[config.mk]
export PLATFORM = sky130hd
export DESIGN_NAME = rv32v_lane_mem_sequencer
export DESIGN_NICKNAME = d
export VERILOG_FILES = /design/src/rtl/rv32v_lane_mem_pkg.sv /design/src/rtl/rv32v_lane_mem_sequencer_align.sv /design/src/rtl/rv32v_lane_mem_sequencer.sv
export SDC_FILE = /design/constraint.sdc
export NUM_CORES = 1
export LEC_CHECK = 0
export ABC_AREA = 1
export BUFFER_PORTS_ARGS = -buffer_cell sky130_fd_sc_hd__buf_2
export CAP_MARGIN = 5
export CORE_AREA = 2 2 204 357
export CTS_CLUSTER_SIZE = 25
export DETAILED_ROUTE_END_ITERATION = 7
export DIE_AREA = 0 0 206 359
export GPL_ROUTABILITY_DRIVEN = 0
export GPL_TIMING_DRIVEN = 0
export HOLD_SLACK_MARGIN = 0.05
export PLACE_DENSITY = 0.58
export SLEW_MARGIN = 20
export SYNTH_ARGS = -nofsm -noshare
export SYNTH_HDL_FRONTEND = slang
export SYNTH_SLANG_ARGS = --single-unit
[constraint.sdc]
create_clock -name CLK -period 18.5 [get_ports CLK]
set_clock_uncertainty 0.05 [all_clocks]
set_input_delay 3.7 -clock CLK [delete_from_list [all_inputs] [get_ports CLK]]
set_output_delay 3.7 -clock CLK [all_outputs]
set_load 0.01 [all_outputs]
[src/rtl/rv32v_lane_mem_pkg.sv]
// Shared types and helpers for the lane memory sequencer: element-width
// encoding, sequencer state, byte-enable generation and alignment check.
package rv32v_lane_mem_pkg;

   typedef enum logic [1:0] {
      EEW8     = 2'd0,
      EEW16    = 2'd1,
      EEW32    = 2'd2,
      EEW_RSVD = 2'd3
   } eew_t;

   typedef enum logic [1:0] {
      ST_IDLE  = 2'd0,
      ST_ISSUE = 2'd1,
      ST_DONE  = 2'd2
   } lane_seq_state_t;

   // Byte enables for one element placed at byte offset off inside a word.
   function automatic logic [3:0] byte_ena_f(input eew_t eew, input logic [1:0] off);
      logic [3:0] be;
      case (eew)
         EEW8:    be = 4'b0001 << off;
         EEW16:   be = 4'b0011 << off;
         EEW32:   be = 4'b1111;
         default: be = 4'b0000;
      endcase
      return be;
   endfunction

   // Natural alignment check; bytes are always aligned.
   function automatic logic misaligned_f(input eew_t eew, input logic [1:0] off);
      logic mis;
      case (eew)
         EEW16:   mis = off[0];
         EEW32:   mis = (off != 2'b00);
         default: mis = 1'b0;
      endcase
      return mis;
   endfunction

endpackage

[src/rtl/rv32v_lane_mem_sequencer_align.sv]
// Combinational lane aligner: byte enables, store word shifted to its byte
// lane, and load element extracted and zero-extended from the cache word.
module rv32v_lane_align
   import rv32v_lane_mem_pkg::*;
(
   input  eew_t        eew,
   input  logic [1:0]  off,
   input  logic [31:0] wdata,
   input  logic [31:0] dmem_load,
   output logic [3:0]  byte_ena,
   output logic [31:0] store_word,
   output logic [31:0] load_elem
);

   logic [31:0] load_shifted;

   // Shift data to/from the addressed byte lane and mask loads to eew.
   always_comb begin
      byte_ena     = byte_ena_f(eew, off);
      store_word   = wdata << {off, 3'b000};
      load_shifted = dmem_load >> {off, 3'b000};
      case (eew)
         EEW8:    load_elem = {24'd0, load_shifted[7:0]};
         EEW16:   load_elem = {16'd0, load_shifted[15:0]};
         default: load_elem = load_shifted;
      endcase
   end

endmodule

[src/rtl/rv32v_lane_mem_sequencer.sv]
// Vector lane memory sequencer: accepts one LANES-wide request, serialises
// the enabled lanes onto the single dcache port and returns collected load
// data. Optional macro RV32V_LANE_COALESCE_EN lets one load hit also fill
// later aligned lanes that share the same word address.
module rv32v_lane_mem_sequencer
   import rv32v_lane_mem_pkg::*;
#(
   parameter  int LANES      = 4,
   parameter  int ADDR_W     = 32,
   localparam int LANE_IDX_W = (LANES > 1) ? $clog2(LANES) : 1
) (
   input  logic                     CLK,
   input  logic                     RST,
   input  logic                     flush,
   input  logic                     req_valid,
   output logic                     req_ready,
   input  logic                     req_load,
   input  logic                     req_store,
   input  logic [1:0]               req_eew,
   input  logic [LANES-1:0]         req_lane_en,
   input  logic [LANES*ADDR_W-1:0]  req_addr,
   input  logic [LANES*32-1:0]      req_wdata,
   output logic                     rsp_valid,
   input  logic                     rsp_ready,
   output logic [LANES*32-1:0]      rsp_rdata,
   output logic                     rsp_exception,
   output logic [LANE_IDX_W-1:0]    rsp_exc_lane,
   output logic                     dmem_ren,
   output logic                     dmem_wen,
   output logic [ADDR_W-1:0]        dmem_addr,
   output logic [31:0]              dmem_store,
   output logic [3:0]               dmem_byte_ena,
   input  logic [31:0]              dmem_load,
   input  logic                     dmem_hit
);

   lane_seq_state_t state_q, state_d;

   logic                  load_q, load_d;
   logic                  store_q, store_d;
   eew_t                  eew_q, eew_d;
   logic [LANES-1:0]      pend_q, pend_d;
   logic [ADDR_W-1:0]     addr_q [LANES];
   logic [ADDR_W-1:0]     addr_d [LANES];
   logic [31:0]           wdata_q [LANES];
   logic [31:0]           wdata_d [LANES];
   logic [31:0]           rdata_q [LANES];
   logic [31:0]           rdata_d [LANES];
   logic                  exc_q, exc_d;
   logic [LANE_IDX_W-1:0] exc_lane_q, exc_lane_d;

   logic [LANE_IDX_W-1:0] ptr;
   logic [ADDR_W-1:0]     addr_p;
   logic                  mis_p;
   logic                  strobe;
   logic                  accept_to_done;
`ifdef RV32V_LANE_COALESCE_EN
   logic                  coal_stop;
`endif

   logic [3:0]  be_l [LANES];
   logic [31:0] st_l [LANES];
   logic [31:0] ld_l [LANES];

   for (genvar g = 0; g < LANES; g++) begin : g_align
      rv32v_lane_align u_align (
         .eew        (eew_q),
         .off        (addr_q[g][1:0]),
         .wdata      (wdata_q[g]),
         .dmem_load  (dmem_load),
         .byte_ena   (be_l[g]),
         .store_word (st_l[g]),
         .load_elem  (ld_l[g])
      );
   end

   // State register.
   always_ff @(posedge CLK or posedge RST) begin
      if (RST) state_q <= ST_IDLE;
      else     state_q <= state_d;
   end

   // Next-state logic; flush overrides every transition.
   always_comb begin
      state_d = state_q;
      if (flush) begin
         state_d = ST_IDLE;
      end else begin
         case (state_q)
            ST_IDLE:  if (req_valid) state_d = accept_to_done ? ST_DONE : ST_ISSUE;
            ST_ISSUE: if (mis_p || (dmem_hit && (pend_d == '0))) state_d = ST_DONE;
            ST_DONE:  if (rsp_ready) state_d = ST_IDLE;
            default:  state_d = ST_IDLE;
         endcase
      end
   end

   // Current lane is the lowest still-pending lane, so disabled lanes cost nothing.
   always_comb begin
      ptr = '0;
      for (int i = LANES - 1; i >= 0; i--) begin
         if (pend_q[i]) ptr = LANE_IDX_W'(i);
      end
      addr_p = addr_q[ptr];
      mis_p  = (state_q == ST_ISSUE) && misaligned_f(eew_q, addr_p[1:0]);
      strobe = (state_q == ST_ISSUE) && !mis_p;
   end

   // Request latch, lane retirement and load-data capture.
   always_comb begin
      load_d         = load_q;
      store_d        = store_q;
      eew_d          = eew_q;
      pend_d         = pend_q;
      addr_d         = addr_q;
      wdata_d        = wdata_q;
      rdata_d        = rdata_q;
      exc_d          = exc_q;
      exc_lane_d     = exc_lane_q;
      accept_to_done = 1'b0;
`ifdef RV32V_LANE_COALESCE_EN
      coal_stop      = 1'b0;
`endif
      if (!flush) begin
         if (state_q == ST_IDLE && req_valid) begin
            load_d     = req_load;
            store_d    = req_store;
            eew_d      = eew_t'(req_eew);
            exc_d      = (req_eew == 2'd3) || (req_load && req_store);
            exc_lane_d = '0;
            for (int i = 0; i < LANES; i++) begin
               addr_d[i]  = req_addr[i*ADDR_W +: ADDR_W];
               wdata_d[i] = req_wdata[i*32 +: 32];
               rdata_d[i] = '0;
            end
            // Illegal or empty requests retire with no dcache traffic.
            if (exc_d || !(req_load || req_store)) pend_d = '0;
            else                                   pend_d = req_lane_en;
            accept_to_done = (pend_d == '0);
         end else if (state_q == ST_ISSUE) begin
            if (mis_p) begin
               exc_d      = 1'b1;
               exc_lane_d = ptr;
               pend_d     = '0;
            end else if (dmem_hit) begin
               if (load_q) rdata_d[ptr] = ld_l[ptr];
               pend_d[ptr] = 1'b0;
`ifdef RV32V_LANE_COALESCE_EN
               // Later aligned lanes in the same word share this read, up to
               // the first misaligned lane which must still raise its fault.
               if (load_q) begin
                  for (int j = 0; j < LANES; j++) begin
                     if (LANE_IDX_W'(j) > ptr && pend_q[j] && !coal_stop) begin
                        if (misaligned_f(eew_q, addr_q[j][1:0])) begin
                           coal_stop = 1'b1;
                        end else if (addr_q[j][ADDR_W-1:2] == addr_p[ADDR_W-1:2]) begin
                           rdata_d[j] = ld_l[j];
                           pend_d[j]  = 1'b0;
                        end
                     end
                  end
               end
`endif
            end
         end
      end
   end

   // Datapath registers; reset clears every buffer.
   always_ff @(posedge CLK or posedge RST) begin
      if (RST) begin
         load_q     <= 1'b0;
         store_q    <= 1'b0;
         eew_q      <= EEW8;
         pend_q     <= '0;
         exc_q      <= 1'b0;
         exc_lane_q <= '0;
         for (int i = 0; i < LANES; i++) begin
            addr_q[i]  <= '0;
            wdata_q[i] <= '0;
            rdata_q[i] <= '0;
         end
      end else begin
         load_q     <= load_d;
         store_q    <= store_d;
         eew_q      <= eew_d;
         pend_q     <= pend_d;
         exc_q      <= exc_d;
         exc_lane_q <= exc_lane_d;
         addr_q     <= addr_d;
         wdata_q    <= wdata_d;
         rdata_q    <= rdata_d;
      end
   end

   // Handshake and dcache outputs, all derived from registered state.
   always_comb begin
      req_ready     = (state_q == ST_IDLE);
      rsp_valid     = (state_q == ST_DONE);
      rsp_exception = exc_q;
      rsp_exc_lane  = exc_lane_q;
      for (int i = 0; i < LANES; i++) rsp_rdata[i*32 +: 32] = rdata_q[i];
      dmem_ren      = strobe && load_q;
      dmem_wen      = strobe && store_q;
      dmem_addr     = strobe ? {addr_p[ADDR_W-1:2], 2'b00} : '0;
      dmem_store    = strobe ? st_l[ptr] : '0;
      dmem_byte_ena = strobe ? be_l[ptr] : 4'b0000;
   end

endmodule
Yosys cells after proc, flatten, opt, wreduce, memory -nomap -nowiden
Index checks and enable logic that the tools add are counted.
{"block": "totals", "reg_bits": 397, "in_bits": 302, "output_inout_bits": 203, "wordCells": 140}
{"block": "classes", "n_lt_le_gt_ge": 4, "eq_ne": 9, "n_shift": 16, "n_mux": 60, "bitwise_logic": 4, "n_reduce_logical": 28}
{"op": "128-bit 2-to-1 mux", "count": 5}
{"op": "32-bit 2-to-1 mux", "count": 9}
{"op": "32-bit one-hot mux with 2 select lines", "count": 4}
{"op": "32-bit binary-select mux with 2-bit select", "count": 3}
{"op": "128-bit bitwise mux", "count": 1}
{"op": "32-bit by 5-bit << shifter with 32-bit output", "count": 4}
{"op": "32-bit by 5-bit >> shifter with 32-bit output", "count": 4}
{"op": "32-bit demux with 2-bit select", "count": 1}
{"op": "4-bit one-hot mux with 3 select lines", "count": 4}
{"op": "4-bit 2-to-1 mux", "count": 11}
{"op": "2-bit 2-to-1 mux", "count": 12}
{"op": "1-bit by 2-bit << shifter with 4-bit output (first input constant)", "count": 4}
{"op": "2-bit by 2-bit << shifter with 4-bit output (first input constant)", "count": 4}
{"op": "2-bit nonzero test", "count": 5}
{"op": "1-bit logical AND", "count": 9}
{"op": "4-bit binary-select mux with 2-bit select", "count": 1}
{"op": "4-bit zero test", "count": 2}
{"op": "2-bit equality test (second input constant)", "count": 3}
{"op": "1-bit 2-to-1 mux", "count": 6}
{"op": "3-bit inequality test (second input constant)", "count": 2}
{"op": "2-bit one-hot mux with 3 select lines", "count": 1}
{"op": "3-bit AND reduction", "count": 2}
{"op": "5-bit AND reduction", "count": 1}
{"op": "4-bit AND", "count": 1}
{"op": "other kinds (16)", "count": 22}

Depth between registers and ports, before layout
Gate-level depths: netlist of run 1.
{"block": "logic_depth", "ltp_word": 21, "depth_mapped": 18, "depth_no_buf": 18}

Cells and area by module
Synthesis of run 1 repeated with hierarchy kept, for this count alone.
{"block": "hier_totals", "cells_unflattened": 3007, "area_unflattened_um2": 23353.6}
{"mod": "rv32v_lane_mem_sequencer", "instances": 1, "cells_each": 1715, "area_each_um2": 17898.4, "seq_area_each_um2": 9934.5}
{"mod": "rv32v_lane_align", "instances": 4, "cells_each": 323, "area_each_um2": 1363.8, "seq_area_each_um2": 0.0}

Least setup slack after synthesis of run 1
OpenSTA, ideal clock, no wires.
{"block": "synth_timing", "path_kind": "register to output", "from": "reg eew_q[1]", "to": "out dmem_store[21]", "arrival_time_ns": 2.135, "required_time_ns": 14.750, "setup_slack_ns": 12.615, "path_stages_with_launch": 10, "n_path_buf": 1, "cell_sequence": "dfrtp_1 > inv_1 > ha_1 > or2_2 > nand2_1 > nand2_1 > nand2_1 > nand2_1 > clkbuf_1 > a2111oi_0"}
{"block": "synth_via", "elab_chain_cells": 6}
{"element": "start: declaration", "line_no": "rv32v_lane_mem_sequencer.sv:41", "text": "eew_t eew_q, eew_d;"}
{"element": "start signal: assignment", "line_no": "rv32v_lane_mem_sequencer.sv:186", "text": "eew_q <= eew_d;"}
{"element": "2-bit equality test / 2-bit by 1-bit equality test with 1-bit output (equally long branches)", "line_no": "rv32v_lane_mem_pkg.sv:33", "text": "case (eew)"}
{"element": "1-bit one-hot mux with 2 select lines *", "line_no": "rv32v_lane_mem_pkg.sv:33"}
{"element": "1-bit logical AND *", "line_no": "rv32v_lane_mem_sequencer.sv:105", "text": "mis_p = (state_q == ST_ISSUE) && misaligned_f(eew_q, addr_p[1:0]);"}
{"element": "1-bit zero test *", "line_no": "rv32v_lane_mem_sequencer.sv:106", "text": "strobe = (state_q == ST_ISSUE) && !mis_p;"}
{"element": "1-bit logical AND *", "line_no": "rv32v_lane_mem_sequencer.sv:106"}
{"element": "32-bit 2-to-1 mux *", "line_no": "rv32v_lane_mem_sequencer.sv:206", "text": "dmem_store = strobe ? st_l[ptr] : '0;"}
{"element": "end: declaration", "line_no": "rv32v_lane_mem_sequencer.sv:31", "text": "output logic [31:0] dmem_store,"}
Mark *: on every way between the ends. The rest lies on a longest branch, timed or not.

Final worst setup path of run 1
{"block": "layout_timing", "from": "reg addr_q[96] (netlist name)", "to": "out dmem_store[30]"}
{"block": "layout_via", "elab_chain_cells": 9}
{"element": "start: declaration", "line_no": "rv32v_lane_mem_sequencer.sv:43", "text": "logic [ADDR_W-1:0] addr_q [LANES];"}
{"element": "start signal: assignment", "line_no": "rv32v_lane_mem_sequencer.sv:190", "text": "addr_q <= addr_d;"}
{"element": "parallel branches: the longest is 8 deep, another holds 32-bit by 5-bit << shifter with 32-bit output"}
{"element": "32-bit 2-to-1 mux *", "line_no": "rv32v_lane_mem_sequencer.sv:206"}
Every way passes the cells marked *. The select of a mux whose other input is x is not followed.

==> results.toml, run 1 <==
[finish]
num-fill-cells = 7705
layout.cells.non_filler = 4110
seqCellArea_um2 = 9930
area_delta_synth_final_pct = 24.8
layout.nets = 3443
drive_above_1_share_pct = 23.5
multiInputGateArea_um2 = 9130
stdcell_area_um2 = 26400

[global_route]
grt.overflow.total = 0
grt_max_degree = 98
grt.total_usage_pct = 29.9
antenna_found_initial = 49
grt_pass1_vias = 22800
grt_pass1_wl_mm = 157

[sta]
report.final.slew_viol_count = 0
finalSetupViolCount = 0
hold_ws_ns = 0.430
worst_pin_slew_ns = 1.19
rsz0062_at_grt = "false"
finalHoldViolCount = 0
min_period_over_period_pct = 45.7
layout_min_cycle_time_ns = 8.45
max_freq_mhz = 118
maxSlewHeadroom_pct = 19.9

[logic_synthesis]
ys.warnings.count = 0
synth_area_um2 = 21100
syn_avg_cell_area_um2 = 8.14
synth_cells = 2596
ys_types = 46
yosysMostFrequentCell = "nand2_1"
synth_seq_cells = 397
synthTopCellsByCount = "454 x nand2_1, 397 x dfrtp_1, 363 x o21ai_0"
yosysTopAreaCellShare_pct = 47.0
async_flop_share_pct = 100
seq_area_frac_synth_pct = 47.0
dominantRegCellSynth = "dfrtp_1"
yosys.area.top_type = "dfrtp_1"
synth_edf_count = 0
yosys-top-cells-area = "dfrtp_1 47%, o21ai_0 8.6%, nand2_1 8.1%, inv_1 5.4%, mux2_2 5.3%"

[worst_setup_path]
r2r_cells = 8
worstSetupPathType = "flop to output pin"
crit_start = "addr_q[96]"
path_max_fanout = 10
end_kind = "output pin"
worstPathRequired_ns = 14.75
r2r-start = "state_q[0]"
reg2reg_slack_ns = 14.83
cp.arrival_ns = 4.70
cp-start-kind = "flop"

[min_path]
worst_hold_path.num_cells = 2
hp-class = "flop to flop"
hold_start = "rsp_rdata[51]"

[pwr]
vdd_drop_max_mv = 0.0966
report.power.total_mw = 5.33
leakage_nw = 12.3
powerDensity_nw_per_um2 = 202

[clock_tree]
cts_buffer_depth = 3
cts_setup_buffers = 0
htree_levels = 2
insertion_delay_ns = 0.63
clock-root-buffer = "clkbuf_16"
hold_buffers = 0
cts_tree = "built"
clkSinkCount = 397
cts_made_buffers = 41
clk_pin_slew_ns = 0.06
post_cts_resized = 0

[place]
numPortBuffers = 494
dpl_cell_area_um2 = 24900
dp_hpwl_mm = 87.2
dp.cells = 4019

[routing]
wire_per_inst_um = 27.4
vias = 22700
drtIter0Drc = 1857
vias_per_cell = 5.52
drt_wl_total_mm = 113
detail-route-antenna-nets = 0
drc = 0
firstDrtPassIters = 8

[die]
start_util_pct = 29.6
fp.dieArea_um2 = 74000
core_um2 = 71200
io_pins = 505
core.rowCount = 130
fp.dieW_um = 206
dieHeight_um = 359

[run_status]
status = "complete, no violations"

[flow_run]
drv_cap = 0
-- logic make-up after synthesis --
logic type / share of synthesized area (%)
AO/OA/AOI/OAI: 23.9
AND/OR/NAND/NOR: 13.7
buffers and inverters: 9.81
flip-flops: 47.0
multiplexers: 5.33
adder cells (fa/ha/maj): 0.178
other: 0.0178
-- final timing paths --
kind | to
setup / recovery | dmem_store[30]
hold / removal | rsp_rdata[51]
setup reg to reg | addr_q[0]
hold reg to reg | rsp_rdata[51]
max in group asynchronous | addr_q[117]
min in group asynchronous | rsp_rdata[90]
-- layout make-up --
type,instances,share of cell area [%]
Sequential cell,397,37.7
Multi-Input combinational cell,1671,34.6
Timing Repair Buffer,498,9.80
Inverter,321,4.60
Tap cell,924,4.39
Clock buffer,54,4.31
Buffer,208,3.29
Clock inverter,21,1.16
Antenna cell,16,0.152
-- metal layers --
metal / global-route usage, % / part of all wire, %
met5: 0.135 / 0.31
met4: 23.7 / 9.6
met3: 10.4 / 10
met2: 49.7 / 48
met1: 30.0 / 32
-- placed cells by master (no fill, tap or decap), types with 11 or more instances in the layout --
master,synthesis,final
buf_2,42,536
nand2_1,454,454
dfrtp_1,397,397
o21ai_0,363,363
inv_1,304,303
o22ai_1,149,149
clkbuf_1,139,146
a21oi_1,141,141
nor2_1,126,126
mux2_2,100,100
nand3_1,56,56
clkbuf_16,0,41
o211ai_1,30,30
a31oi_1,28,28
a211oi_1,27,27
a221oi_1,22,22
o21ai_1,20,20
nor3_1,20,20
buf_1,19,19
nor4_1,17,17
o31ai_1,17,17
diode_2,0,16
o2111ai_1,14,14
a22oi_1,13,13
nand4_1,12,12
inv_2,11,11
o311ai_0,12,11
-- critical path, stage by stage, from the launching register on --
cell      delay, ns
dfrtp_1        0.36
clkbuf_1       0.25
clkinv_1       0.39
clkbuf_1       0.61
clkbuf_1       0.75
o21ai_0        0.27
o21ai_0        0.14
o22ai_1        0.13
nor4_1         0.89
buf_2          0.28
-- per-stage QoR --
stage	utilization [%]	TNS, ns	setup WS (ns)
2_1_floorplan	-	0	3.71
6_report	37.0	0	10.05
4_1_cts	36.9	0	10.51
3_3_place_gp	34.7	-558.54	-1.50
5_1_grt	37.0	0	10.06
3_5_place_dp	34.9	0	11.20
-- registers in the layout (all words and copies together) (netlist names) --
name / cells
addr_q: 128
rsp_rdata: 128
wdata_q: 128
pend_q: 4
eew_q: 2
rsp_exc_lane: 2
state_q: 2
load_q: 1
rsp_exception: 1
store_q: 1
-- where the power goes --
part           total, mW  switching [mW]  internal [mW]
Sequential          1.48           0.226           1.25
Combinational       2.94            2.09          0.850
Clock              0.908           0.397          0.511
Total               5.33            2.72           2.61
Power figures use the tool's default switching activity.
==> inputs of run 2 (changes only) <==
PLACE_DENSITY = 0.6   (was 0.58)
clock period = 7.49 ns   (was 18.5 ns; I/O delays follow)
==> run 2 against run 1 <==
  * The run now ends with design-rule violations left
  * Critical endpoint unchanged
  * Via count increased by 0.70%
  * Worst hold slack better by 0.0014 ns
  * Die area unchanged
  * Non-clock buffer count rose by 10
  * Clock power grew 150%
  * Design area up 0.65%
  * Wire length up 0.13%
==> results.toml, run 2 (synthesis results as in run 1) <==
[worst_setup_path]
cp_num_buf_inv = 5
crit_family = "buffers and inverters"
crit_top_cell = "clkbuf_1"
worstPathRequired_ns = 5.94
end_kind = "output pin"
critPathSlowestCell = "nor4_1"
cpPeakStageDelay_ns = 0.97
cp.arrival_ns = 4.76
worstSetupPathType = "flop to output pin"
worstPathCellList = "clkbuf_1 > clkinv_1 > clkbuf_1 > clkbuf_1 > o21ai_0 > o21ai_0 > o22ai_1 > nor4_1 > buf_2"
cp-start-kind = "flop"
path_max_fanout = 10

[die]
io_pins = 505
fp.dieArea_um2 = 74000
dieHeight_um = 359
start_util_pct = 29.6
fp.dieW_um = 206
core.rowCount = 130
core_um2 = 71200

[sta]
rsz0062_at_grt = "false"
setup_tns_ns = 0
worst_pin_slew_ns = 1.21
finalHoldViolCount = 0
finalSetupViolCount = 0
layout_min_cycle_time_ns = 6.31
hold_ws_ns = 0.431
min_period_over_period_pct = 84.2
max_freq_mhz = 159
maxSlewHeadroom_pct = 19.4
report.final.slew_viol_count = 0

[routing]
detail-route-antenna-nets = 0
wire_per_inst_um = 27.3
drc = 1
firstDrtPassIters = 8
drt_wl_total_mm = 113
drtIter0Drc = 2064
vias_per_cell = 5.54
vias = 22800

[run_status]
violations = "design-rule violations"
status = "complete, but fails checks"

[flow_run]
drv_cap = 0

[clock_tree]
clkSinkCount = 397
htree_levels = 2
insertion_delay_ns = 0.61
clk_pin_slew_ns = 0.06
post_cts_resized = 0
clock-root-buffer = "clkbuf_16"
cts_tree = "built"
hold_buffers = 0
cts_buffer_depth = 3
cts_setup_buffers = 0
cts_made_buffers = 40

[global_route]
antenna_found_initial = 42
grt.overflow.total = 0
grt_pass1_vias = 22600
grt_max_degree = 34
grt.total_usage_pct = 29.8
grt_pass1_wl_mm = 157

[place]
numPortBuffers = 494
dp.cells = 4029
dp_hpwl_mm = 87.4

[finish]
layout.nets = 3452
layout.cells.non_filler = 4123
drive_above_1_share_pct = 23.8
layout_common_cells = "536 x buf_2, 454 x nand2_1, 397 x dfrtp_1"
area_delta_synth_final_pct = 25.6
fin_util_pct = 37.2
final_common_cell = "buf_2"
num-fill-cells = 7629

[pwr]
powerDensity_nw_per_um2 = 496
vdd_drop_max_mv = 0.202
report.power.total_mw = 13.2
leakage_nw = 12.3

[min_path]
hp-class = "flop to flop"
==> run 2: cell types whose count changed in the layout (fill, tap and decap cells not counted), moves of 2 or more <==
| cell | before | now |
|---|---|---|
| clkinv_4 | 1 | 4 |
| o21ai_0 | 363 | 359 |
| inv_6 | 2 | 4 |
| buf_12 | 0 | 11 |
| o21ai_1 | 20 | 24 |
| diode_2 | 16 | 20 |
| clkbuf_1 | 146 | 143 |
==> run 2: power by group <==
group / leakage [nW] / switching, mW / internal (mW)
Sequential: 5.02 / 0.582 / 3.09
Combinational: 6.64 / 5.14 / 2.11
Clock: 0.687 / 0.969 / 1.26
==> run 2: tightest hold or removal path: stages (launching register included) <==
cell and delay (ns):
dfrtp_1 0.34, nand2_1 0.05, o31ai_1 0.05
==> run 2: cell type report <==
class | count | area (µm²) | area share, %
well taps | 924 | 1160 | 4.36
diodes | 20 | 50.0 | 0.189
repair buffers | 508 | 2780 | 10.5
clock buffers | 53 | 1140 | 4.30
clock inverters | 21 | 268 | 1.01
flip-flops and latches | 397 | 9930 | 37.4
multi-input cells | 1671 | 9130 | 34.4
inverters | 321 | 1210 | 4.56
plain buffers | 208 | 868 | 3.27
==> run 2: per-stage QoR <==
stage          area, µm²  setup WS, ns
6_report           26500          1.18
4_1_cts            26500          1.62
5_1_grt            26500          1.27
3_3_place_gp       24800         -2.11
3_5_place_dp       25100          2.27
2_1_floorplan      21100         0.598
==> run 2: worst paths after layout <==
check	start	to	slack, ns	cells after the start
worst min-delay path	rsp_rdata[56]	rsp_rdata[56]	0.43	2
worst max-delay path	addr_q[96]	dmem_store[30]	1.18	9
min in group asynchronous	RST	rsp_rdata[1]	0.96	2
worst min register to register	rsp_rdata[56]	rsp_rdata[56]	0.43	2
max in group asynchronous	RST	addr_q[106]	4.93	7
worst max register to register	eew_q[1]	rsp_rdata[104]	3.67	9
==> run 2: layer usage <==
layer	track usage, %	routed length, µm
met2	50.0	53700
met4	22.2	10300
met5	0.202	344
met3	9.45	10900
met1	30.7	37500
